<file path="src/rtl/spi_txn_scheduler_pkg.sv">
// ============================================================================
// Module      : spi_txn_scheduler_pkg
// Description : Shared types and constants for the SPI transaction scheduler.
// Revision    : 1.0
// ============================================================================
`default_nettype none

package spi_txn_scheduler_pkg;

    typedef enum logic [2:0] {
        ST_IDLE     = 3'd0,
        ST_GRANT    = 3'd1,
        ST_LAUNCH   = 3'd2,
        ST_WAIT_END = 3'd3,
        ST_RESP     = 3'd4,
        ST_GAP      = 3'd5
    } sched_state_t;

    // Chip select is active-low on the master side
    localparam logic CS_ASSERT   = 1'b0;
    localparam logic CS_DEASSERT = 1'b1;

    localparam int SCHED_GAP_CYCLES  = 4;
    localparam int SCHED_TIMEOUT_CYC = 2048;

endpackage

`default_nettype wire

</file>
<file path="src/rtl/spi_txn_scheduler_rr_arbiter.sv">
// ============================================================================
// Module      : spi_txn_scheduler_rr_arbiter
// Description : Round-robin one-hot arbiter; pointer moves past winner on accept.
// Revision    : 1.0
// ============================================================================
`default_nettype none

module spi_txn_scheduler_rr_arbiter #(
    parameter int NUM_REQ = 2,
    parameter int PTR_W   = $clog2(NUM_REQ)
) (
    input  logic               sysclk,
    input  logic               rst_n,
    input  logic [NUM_REQ-1:0] i_req,
    input  logic               i_accept,
    output logic [NUM_REQ-1:0] o_grant,
    output logic [PTR_W-1:0]   o_grant_idx,
    output logic               o_any
);

    localparam int c_POS_W = PTR_W + 1;

    logic [PTR_W-1:0]   r_ptr;
    logic [c_POS_W-1:0] w_pos;

    // Scan from the pointer, wrapping modulo NUM_REQ; first hit wins
    always_comb begin
        o_grant     = '0;
        o_grant_idx = '0;
        o_any       = 1'b0;
        w_pos       = '0;
        for (int i = 0; i < NUM_REQ; i++) begin
            w_pos = {1'b0, r_ptr} + c_POS_W'(i);
            if (w_pos >= c_POS_W'(NUM_REQ)) begin
                w_pos = w_pos - c_POS_W'(NUM_REQ);
            end
            if (!o_any && i_req[w_pos[PTR_W-1:0]]) begin
                o_any                      = 1'b1;
                o_grant[w_pos[PTR_W-1:0]]  = 1'b1;
                o_grant_idx                = w_pos[PTR_W-1:0];
            end
        end
    end

    always_ff @(posedge sysclk) begin
        if (!rst_n) begin
            r_ptr <= '0;
        end else if (i_accept) begin
            r_ptr <= (o_grant_idx == PTR_W'(NUM_REQ - 1)) ? '0 : o_grant_idx + PTR_W'(1);
        end
    end

endmodule

`default_nettype wire

</file>
<file path="src/rtl/spi_txn_scheduler.sv">
// ============================================================================
// Module      : spi_txn_scheduler
// Description : Arbitrates requester frames onto a single SPI master and
//               returns the captured response to the winning requester.
// Revision    : 1.0
// ============================================================================
`default_nettype none

module spi_txn_scheduler
    import spi_txn_scheduler_pkg::*;
#(
    parameter int NUM_REQ     = 2,
    parameter int CMD_W       = 8,
    parameter int ADDR_W      = 8,
    parameter int PAYLOAD_W   = 8,
    parameter int RESP_W      = 7,
    parameter int GAP_CYCLES  = SCHED_GAP_CYCLES,
    parameter int TIMEOUT_CYC = SCHED_TIMEOUT_CYC
) (
    input  logic                              sysclk,
    input  logic                              rst_n,
    input  logic [NUM_REQ-1:0]                req_valid,
    output logic [NUM_REQ-1:0]                req_ready,
    input  logic [NUM_REQ*CMD_W-1:0]          req_cmd,
    input  logic [NUM_REQ*ADDR_W-1:0]         req_addr,
    input  logic [NUM_REQ*PAYLOAD_W-1:0]      req_payload,
    output logic [NUM_REQ-1:0]                rsp_valid,
    output logic [RESP_W-1:0]                 rsp_data,
    output logic                              rsp_timeout,
    output logic                              busy,
    output logic                              spi_tx_enb,
    output logic [CMD_W+ADDR_W+PAYLOAD_W-1:0] spi_i_frame,
    input  logic                              spi_cs,
    input  logic [RESP_W-1:0]                 spi_o_frame
);

    localparam int c_FRAME_W  = CMD_W + ADDR_W + PAYLOAD_W;
    localparam int c_PTR_W    = $clog2(NUM_REQ);
    localparam int c_CNT_W    = $clog2(TIMEOUT_CYC);
    localparam int c_GAP_LAST = (GAP_CYCLES > 0) ? GAP_CYCLES - 1 : 0;

    sched_state_t         r_state;
    sched_state_t         w_next;
    logic [c_PTR_W-1:0]   r_win;
    logic [c_PTR_W-1:0]   w_grant_idx;
    logic [NUM_REQ-1:0]   w_grant;
    logic                 w_any;
    logic                 w_accept;
    logic [c_FRAME_W-1:0] w_sel_frame;
    logic [c_FRAME_W-1:0] r_frame;
    logic [c_CNT_W-1:0]   r_cnt;
    logic [RESP_W-1:0]    r_rsp_data;
    logic                 r_rsp_timeout;
    logic                 w_cnt_hit;
    logic                 w_done;
    logic                 w_abort;

    spi_txn_scheduler_rr_arbiter #(
        .NUM_REQ (NUM_REQ),
        .PTR_W   (c_PTR_W)
    ) u_arb (
        .sysclk      (sysclk),
        .rst_n       (rst_n),
        .i_req       (req_valid),
        .i_accept    (w_accept),
        .o_grant     (w_grant),
        .o_grant_idx (w_grant_idx),
        .o_any       (w_any)
    );

    assign w_accept = (r_state == ST_GRANT) && w_any;

    always_comb begin
        w_sel_frame = '0;
        for (int i = 0; i < NUM_REQ; i++) begin
            if (w_grant[i]) begin
                w_sel_frame = {req_cmd[i*CMD_W +: CMD_W],
                               req_addr[i*ADDR_W +: ADDR_W],
                               req_payload[i*PAYLOAD_W +: PAYLOAD_W]};
            end
        end
    end

    // Normal completion wins over a timeout landing on the same cycle
    assign w_cnt_hit = (r_cnt == c_CNT_W'(TIMEOUT_CYC - 1));
    assign w_done    = (r_state == ST_WAIT_END) && (spi_cs == CS_DEASSERT);
    assign w_abort   = ((r_state == ST_LAUNCH) || ((r_state == ST_WAIT_END) && !w_done)) && w_cnt_hit;

    always_comb begin
        w_next = r_state;
        case (r_state)
            ST_IDLE:     if (|req_valid) w_next = ST_GRANT;
            ST_GRANT:    w_next = w_any ? ST_LAUNCH : ST_IDLE;
            ST_LAUNCH: begin
                if (w_abort) begin
                    w_next = ST_RESP;
                end else if (spi_cs == CS_ASSERT) begin
                    w_next = ST_WAIT_END;
                end
            end
            ST_WAIT_END: if (w_done || w_abort) w_next = ST_RESP;
            ST_RESP:     w_next = (GAP_CYCLES == 0) ? ST_IDLE : ST_GAP;
            ST_GAP:      if (r_cnt == c_CNT_W'(c_GAP_LAST)) w_next = ST_IDLE;
            default:     w_next = ST_IDLE;
        endcase
    end

    always_ff @(posedge sysclk) begin
        if (!rst_n) begin
            r_state       <= ST_IDLE;
            r_win         <= '0;
            r_frame       <= '0;
            r_cnt         <= '0;
            r_rsp_data    <= '0;
            r_rsp_timeout <= 1'b0;
        end else begin
            r_state <= w_next;
            if (w_accept) begin
                r_frame <= w_sel_frame;
                r_win   <= w_grant_idx;
            end
            // One saturating counter serves both the launch timeout and the gap
            if ((r_state == ST_GRANT) || (r_state == ST_RESP)) begin
                r_cnt <= '0;
            end else if (((r_state == ST_LAUNCH) || (r_state == ST_WAIT_END) || (r_state == ST_GAP))
                         && (r_cnt != '1)) begin
                r_cnt <= r_cnt + c_CNT_W'(1);
            end
            if (w_done) begin
                r_rsp_data    <= spi_o_frame;
                r_rsp_timeout <= 1'b0;
            end else if (w_abort) begin
                r_rsp_data    <= '0;
                r_rsp_timeout <= 1'b1;
            end
        end
    end

    for (genvar g = 0; g < NUM_REQ; g++) begin : g_rsp
        assign rsp_valid[g] = (r_state == ST_RESP) && (r_win == c_PTR_W'(g));
        assign req_ready[g] = (r_state == ST_GRANT) && w_grant[g];
    end

    assign rsp_data    = r_rsp_data;
    assign rsp_timeout = r_rsp_timeout;
    assign busy        = (r_state != ST_IDLE);
    assign spi_tx_enb  = (r_state == ST_LAUNCH) || (r_state == ST_WAIT_END);
    assign spi_i_frame = r_frame;

endmodule

`default_nettype wire

</file>
<file path="config.mk">
export PLATFORM = sky130hd
export DESIGN_NAME = spi_txn_scheduler
export DESIGN_NICKNAME = d
export VERILOG_FILES = /design/src/rtl/spi_txn_scheduler_pkg.sv /design/src/rtl/spi_txn_scheduler_rr_arbiter.sv /design/src/rtl/spi_txn_scheduler.sv
export SDC_FILE = /design/constraint.sdc
export NUM_CORES = 1
export LEC_CHECK = 0
export CAP_MARGIN = 15
export CORE_ASPECT_RATIO = 1.75
export CORE_UTILIZATION = 35
export CTS_BUF_LIST = sky130_fd_sc_hd__clkbuf_4
export CTS_CLUSTER_DIAMETER = 60
export DETAILED_ROUTE_END_ITERATION = 16
export DONT_BUFFER_PORTS = 1
export GPL_TIMING_DRIVEN = 0
export PLACE_DENSITY_LB_ADDON = 0.2
export SYNTH_ARGS = -nofsm -noshare
export SYNTH_HDL_FRONTEND = slang
export SYNTH_SLANG_ARGS = --single-unit
</file>
<file path="constraint.sdc">
create_clock -name sysclk -period 5.23 [get_ports sysclk]
set_input_delay 0.7845 -clock sysclk [delete_from_list [all_inputs] [get_ports sysclk]]
set_output_delay 0.7845 -clock sysclk [all_outputs]
set_load 0.1 [all_outputs]
</file>
==> results by group, run 1 <==
Run status
  • Outcome: completed

Power
  • Static Leak: 0.765 nW
  • Pwr dens: 436 nW/um^2
  • Worst vdd ir: 0.201 mV

Layout
  • Most frequent cells in the layout: dfxtp_1, nor2_1, nor3_1
  • Area Overhead vs Synth: 8.22%
  • Commonest non-fill, non-tap cell in the layout: dfxtp_1
  • Layout cells sized above 1: 0.0675
  • Ant. Diodes: 0
  • Post-route cell area: 2310 sq um
  • Post-layout nets: 312

Floorplanning
  • Die area: 6420 sq um
  • Die Y: 105 um
  • Starting Density: 0.363
  • Row count: 37
  • CORE AREA: 5880 sq um
  • I/O Pins: 98
  • Die X-Extent: 61 um

Synthesis
  • Main combinational cell family by area after synthesis: compound AO/OA/AOI/OAI gates
  • Syn Std Cell Area: 2130 sq um
  • Distinct cells, synth: 43
  • Post-synthesis cell count: 244
  • Syn Area/Cell: 8.74 sq um
  • Post-synthesis simple-gate area fraction: 0.237
  • Post-synthesis async set-or-reset flop share: 0
  • Warnings, synthesis: 0
  • Sequential-to-total area share from yosys stat: 0.451
  • Synth Area in Adders: 0.00587
  • Complex-gate fraction of the synthesized area: 0.255
  • Post-synthesis xor/xnor area fraction: 0.00411
  • Post-synth EDFFs: 0
  • Net Count, Synth: 305
  • Mux contribution to synthesized area: 0
  • Top_reg_cell synth: dfxtp_1
  • #FFs+latches synth: 48

Critical path
  • CP delay by family, top: simple AND/OR/NAND/NOR gates
  • Setup CP Type: input pin to primary output
  • CP required: 4.45 ns
  • Critical Path Max Stage Delay: 0.83 ns
  • Critical path's most frequent cell: clkbuf_1
  • Crit path capture type: primary output
  • CP max stage cell: and2_1
  • Critical-path cell list: clkbuf_1, a21boi_1, clkbuf_1, and2_1
  • CP arrival: 2.85 ns
  • Crit start category: input pin
  • Worst-path maximum fanout: 10
  • CP bufs+invs: 2

Detailed routing
  • DRT Pass-1 Iters: 4
  • Wire length per cell: 16.6 um
  • Number of remaining DRC errors: 0
  • Vias per inst: 5.74
  • Final ANT Viol Nets: 0
  • Initial DRC count: 80
  • Via Count: 1894
  • Final wirelength: 5.49 mm

Global routing
  • Largest net degree at the start of global routing: 15
  • First-pass GRT wire length: 9.00 mm
  • Initial antenna violation count: 0
  • GRT Util Overall: 0.183
  • Total gr overflow: 0
  • Vias in the first global route: 1858

Clocking
  • CTS Sinks: 48
  • Hold buffer count at cts: 0
  • Num CTS Buffers: 5
  • CTS root buffer: clkbuf_4
  • CTS Buffer Depth: 2
  • H-tree depth: 2
  • Worst-Skew Late Latency: 0.36 ns
  • Worst-path clk slew: 0.13 ns
  • Post-CTS Setup Bufs: 0
  • TritonCTS clock tree: yes
  • Post-cts sizing count: 0

STA
  • Period utilization: 0.694
  • Final worst clock skew: 0.00998 ns
  • TNS Setup: 0 ns
  • Final setup vio count: 0
  • Max_slew headroom: 0.284
  • Final hold vios: 0
  • Final Max Slew Viols: 0
  • Final worst path period need: 3.63 ns
  • Peak Freq: 0.275 GHz
  • Worst Max-Slew Pin Slew: 1.07 ns
  • Unrepaired setup endpoints after global routing: false

Placed design
  • Dpl cell area: 2230 sq um
  • Gpl congestion: 0.806
  • DP Wirelength: 4.13 mm
  • # port buffers: 0

Min path
  • Hold Path Class: flop to flop

Run
  • Max-cap violation count: 0
-- state kept, by name, summed over array words and instances, names as in the netlist --
name         cells
r_state          3
r_win            1
r_cnt           11
spi_i_frame     24
rsp_data         7
rsp_timeout      1
u_arb.r_ptr      1
-- cell families (layout without fill, tap and decap cells) --
group                      count (synthesis)  after routing
and+or+nand+nor                           96             96
AOI/OAI and AO/OA                         73             73
DFF                                       48             48
buffers and inverters                     25             33
adders and majority gates                  1              1
xor gates and xnor gates                   1              1
-- cells in the mapped netlist, types with 3 or more instances --
library cell / instances / share of area
o31ai_1: 7 / 0.025
dfxtp_1: 48 / 0.45
or4_1: 7 / 0.025
clkbuf_1: 11 / 0.019
o21a_1: 4 / 0.014
a221oi_1: 24 / 0.099
nor3_1: 27 / 0.063
inv_1: 8 / 0.014
a21oi_1: 15 / 0.035
nand2b_1: 3 / 0.0088
nand3_1: 6 / 0.014
a22o_1: 7 / 0.029
o21ai_0: 3 / 0.0070
buf_2: 4 / 0.0094
nand2_1: 6 / 0.011
nor2_1: 31 / 0.055
-- per-layer routing --
metal	up-vias	track usage	wire, um
met2	62	0.323	2930
met5	-	0	0
li1	943	-	-
met4	0	0.0731	122
met3	10	0.0479	339
met1	879	0.197	2100
-- tightest hold or removal path: cells and delay by family, from the launching register on --
family	cells	cell delay, ns
DFF	1	0.35
AOI/OAI and AO/OA	2	0.14
-- report_power, final --
| group | total (mW) | internal [mW] | switching (mW) | leakage [nW] |
|---|---|---|---|---|
| combinational | 0.173 | 0.0506 | 0.122 | 0.332 |
| clock | 0.214 | 0.0978 | 0.116 | 0.0403 |
| sequential | 0.620 | 0.398 | 0.222 | 0.392 |
| total | 1.01 | 0.546 | 0.460 | 0.765 |
-- final cells by class --
class | count | area [sq um]
multi-input combinational | 171 | 1070
clock buffer | 5 | 37.5
tap | 78 | 97.6
sequential | 48 | 961
inverter | 9 | 33.8
fill | 617 | 3570
buffer | 16 | 68.8
clock inverter | 3 | 37.5
-- metrics by stage --
step	std cells	setup slack (ns)	total power [mW]	util	hold slack, ns
floorplan	244	1.99	0.765	-	0.472
global placement	322	1.61	0.800	0.379	0.489
detailed placement	322	1.61	0.802	0.380	0.503
CTS	330	1.60	1.02	0.392	0.510
global route	330	1.52	1.06	0.392	0.500
finish	330	1.60	1.01	0.392	0.522
-- worst paths after layout --
check / endpoint / slack, ns / cells past startpoint / start
min reg2reg: r_cnt[1] / 0.52 / 2 / r_cnt[1]
min: r_cnt[1] / 0.52 / 2 / r_cnt[1]
max: req_ready[1] / 1.60 / 4 / req_valid[1]
max reg2reg: r_cnt[3] / 3.02 / 6 / r_state[2]
(Power assumes the default switching activity.)
==> run 2, diff against run 1 <==
Clock period 5.23 ns to 3.4 ns, I/O delays scaled along.
==> results of run 2 <==
The final DEF is identical to that of run 1. Status: completed.
Among the figures that moved: setup slack after placement 1.61 ns -> 0.325 ns; clock-pin slew on the worst setup and hold paths 0.13 ns -> 0.14 ns; setup slack after layout 1.60 ns -> 0.319 ns; hold slack 0.522 ns -> 0.264 ns; register-to-register setup slack 3.02 ns -> 1.19 ns; end point of the worst hold path r_cnt[1] -> r_state[2]; total power 1.01 mW -> 1.55 mW; worst IR drop on VDD 0.201 mV -> 0.309 mV
==> run 3, diff against run 2 <==
Settings changed: CTS_BUF_LIST sky130_fd_sc_hd__clkbuf_4 to sky130_fd_sc_hd__clkbuf_2 sky130_fd_sc_hd__clkbuf_4 sky130_fd_sc_hd__clkbuf_8.
Clock period 3.4 ns to 2.7 ns, I/O delays scaled along.
==> run 3 against run 2 <==
Compared with the run above:
- clock skew down 0.0028 ns
- hold slack worse by 0.037 ns
- clock-buffer cell count up 2
- non-clock buffer count unchanged
- critical path type is now flop to primary output
- critical endpoint unchanged
==> results by group, run 3 (synthesis gave the netlist of run 1 again) <==
Run status
  • Outcome: completed

Detailed routing
  • Initial DRC count: 65
  • DRT Pass-1 Iters: 4
  • Final wirelength: 5.52 mm
  • Vias per inst: 5.73
  • Number of remaining DRC errors: 0
  • Via Count: 1891
  • Final ANT Viol Nets: 0
  • Wire length per cell: 16.7 um

Clocking
  • CTS Buffer Depth: 2
  • TritonCTS clock tree: yes
  • CTS Sinks: 48
  • Hold buffer count at cts: 0
  • Worst-path clk slew: 0.09 ns
  • H-tree depth: 2
  • Worst-Skew Late Latency: 0.30 ns
  • CTS root buffer: clkbuf_8
  • Num CTS Buffers: 5

Placed design
  • Dpl cell area: 2230 sq um
  • Placed cells: 322
  • Gpl congestion: 0.806
  • # port buffers: 0
  • DP Wirelength: 4.13 mm

Layout
  • FF/Latch Area: 961 sq um
  • Final core utilization: 0.402
  • Layout Cells excl Fill: 330
  • Post-route cell area: 2360 sq um
  • Area Overhead vs Synth: 10.8%
  • Multi-input gate area: 1070 sq um
  • Max reg flops: 24
  • Layout cells sized above 1: 0.0833
  • Most frequent cells in the layout: dfxtp_1, nor2_1, nor3_1
  • Ant. Diodes: 0
  • Post-layout nets: 312
  • Layout fillers: 614
  • Commonest non-fill, non-tap cell in the layout: dfxtp_1

STA
  • Final hold vios: 0
  • TNS Setup: 0 ns
  • Peak Freq: 0.399 GHz
  • Final worst path period need: 2.50 ns
  • Final setup vio count: 0
  • Worst Max-Slew Pin Slew: 1.07 ns
  • Period utilization: 0.927
  • Final worst clock skew: 0.00720 ns
  • Unrepaired setup endpoints after global routing: false
  • Max_slew headroom: 0.284
  • Final Max Slew Viols: 0

Floorplanning
  • Die area: 6420 sq um
  • Die Y: 105 um
  • Row count: 37
  • Die X-Extent: 61 um
  • I/O Pins: 98
  • CORE AREA: 5880 sq um
  • Starting Density: 0.363

Global routing
  • Most Crowded Layer GR: met2
  • Met2 Use GR: 0.321
  • Initial antenna violation count: 0
  • Routing usage on met1: 0.201
  • Vias in the first global route: 1855
  • Total gr overflow: 0
  • Met3 Use GR: 0.0479
  • GRT Util Overall: 0.185
  • First-pass GRT wire length: 9.03 mm
  • Largest net degree at the start of global routing: 15

Critical path
  • Worst-path maximum fanout: 10
  • Critical Path Max Stage Delay: 0.49 ns
  • Setup CP Type: flop to primary output
  • CP arrival: 2.10 ns
  • Crit path capture type: primary output
  • CP required: 2.30 ns
  • CP max stage cell: a21boi_1
  • Critical-path cell list: inv_1, a21boi_1, clkbuf_1, and2_4
  • Crit start category: flop

Power
  • Pwr dens: 890 nW/um^2
  • Static Leak: 0.791 nW
  • Worst vdd ir: 0.413 mV

Min path
  • Hold Path Class: input pin to flop

Run
  • Max-cap violation count: 0
[run 3: cell types whose count changed in the layout (fill, tap and decap cells not counted)]
cell	delta
clkbuf_4	-5
and2_2	+1
and2_4	+1
and2_1	-2
clkbuf_8	+7
clkinv_1	-2
[run 3: worst max-delay path: cells and delay by family (launching register included)]
kind / cells / cell delay [ns]
buffers and inverters: 2 / 0.49
AND/OR/NAND/NOR: 1 / 0.42
AO/OA/AOI/OAI: 1 / 0.49
flip-flops: 1 / 0.38
[run 3: path summary, 6_finish.rpt]
kind	slack (ns)	start	cells after the start	end
max	0.20	u_arb.r_ptr	4	req_ready[1]
min	0.23	rst_n	1	r_state[2]
max reg2reg	0.50	r_state[2]	6	r_cnt[3]
min reg2reg	0.52	r_cnt[1]	2	r_cnt[1]
[run 3: power breakdown]
group,switching [mW],total (mW),internal [mW]
Combinational,0.237,0.336,0.0994
Sequential,0.430,1.20,0.770
Clock,0.239,0.566,0.327
[run 3: metal layers]
metal | vias to the layer above | routed length (um)
met1 | 874 | 2120
met5 | - | 0
met4 | 0 | 131
met3 | 10 | 343
met2 | 65 | 2920
li1 | 942 | -
[run 3: final cells by class]
class | count | share of cell area
plain buffers | 16 | 0.0291
inverters | 9 | 0.0143
multi-input cells | 171 | 0.455
well taps | 78 | 0.0413
clock buffers | 7 | 0.0408
clock inverters | 1 | 0.0127
flip-flops and latches | 48 | 0.407
[run 3: repair_timing]
action | 4_1_cts | 5_1_grt
gates resized for setup | 2 | 1
endpoints found under the setup margin | 2 | 1
buffers inserted | 0 | 0
[run 3: through the flow]
stage          setup WS (ns)  hold slack (ns)  total power, mW
3_5_place_dp          -0.165            0.503             1.55
2_1_floorplan          0.223            0.472             1.48
6_report               0.196            0.227             2.10
4_1_cts               0.0595            0.212             2.12
5_1_grt               0.0673            0.207             2.20
3_3_place_gp          -0.164            0.489             1.55
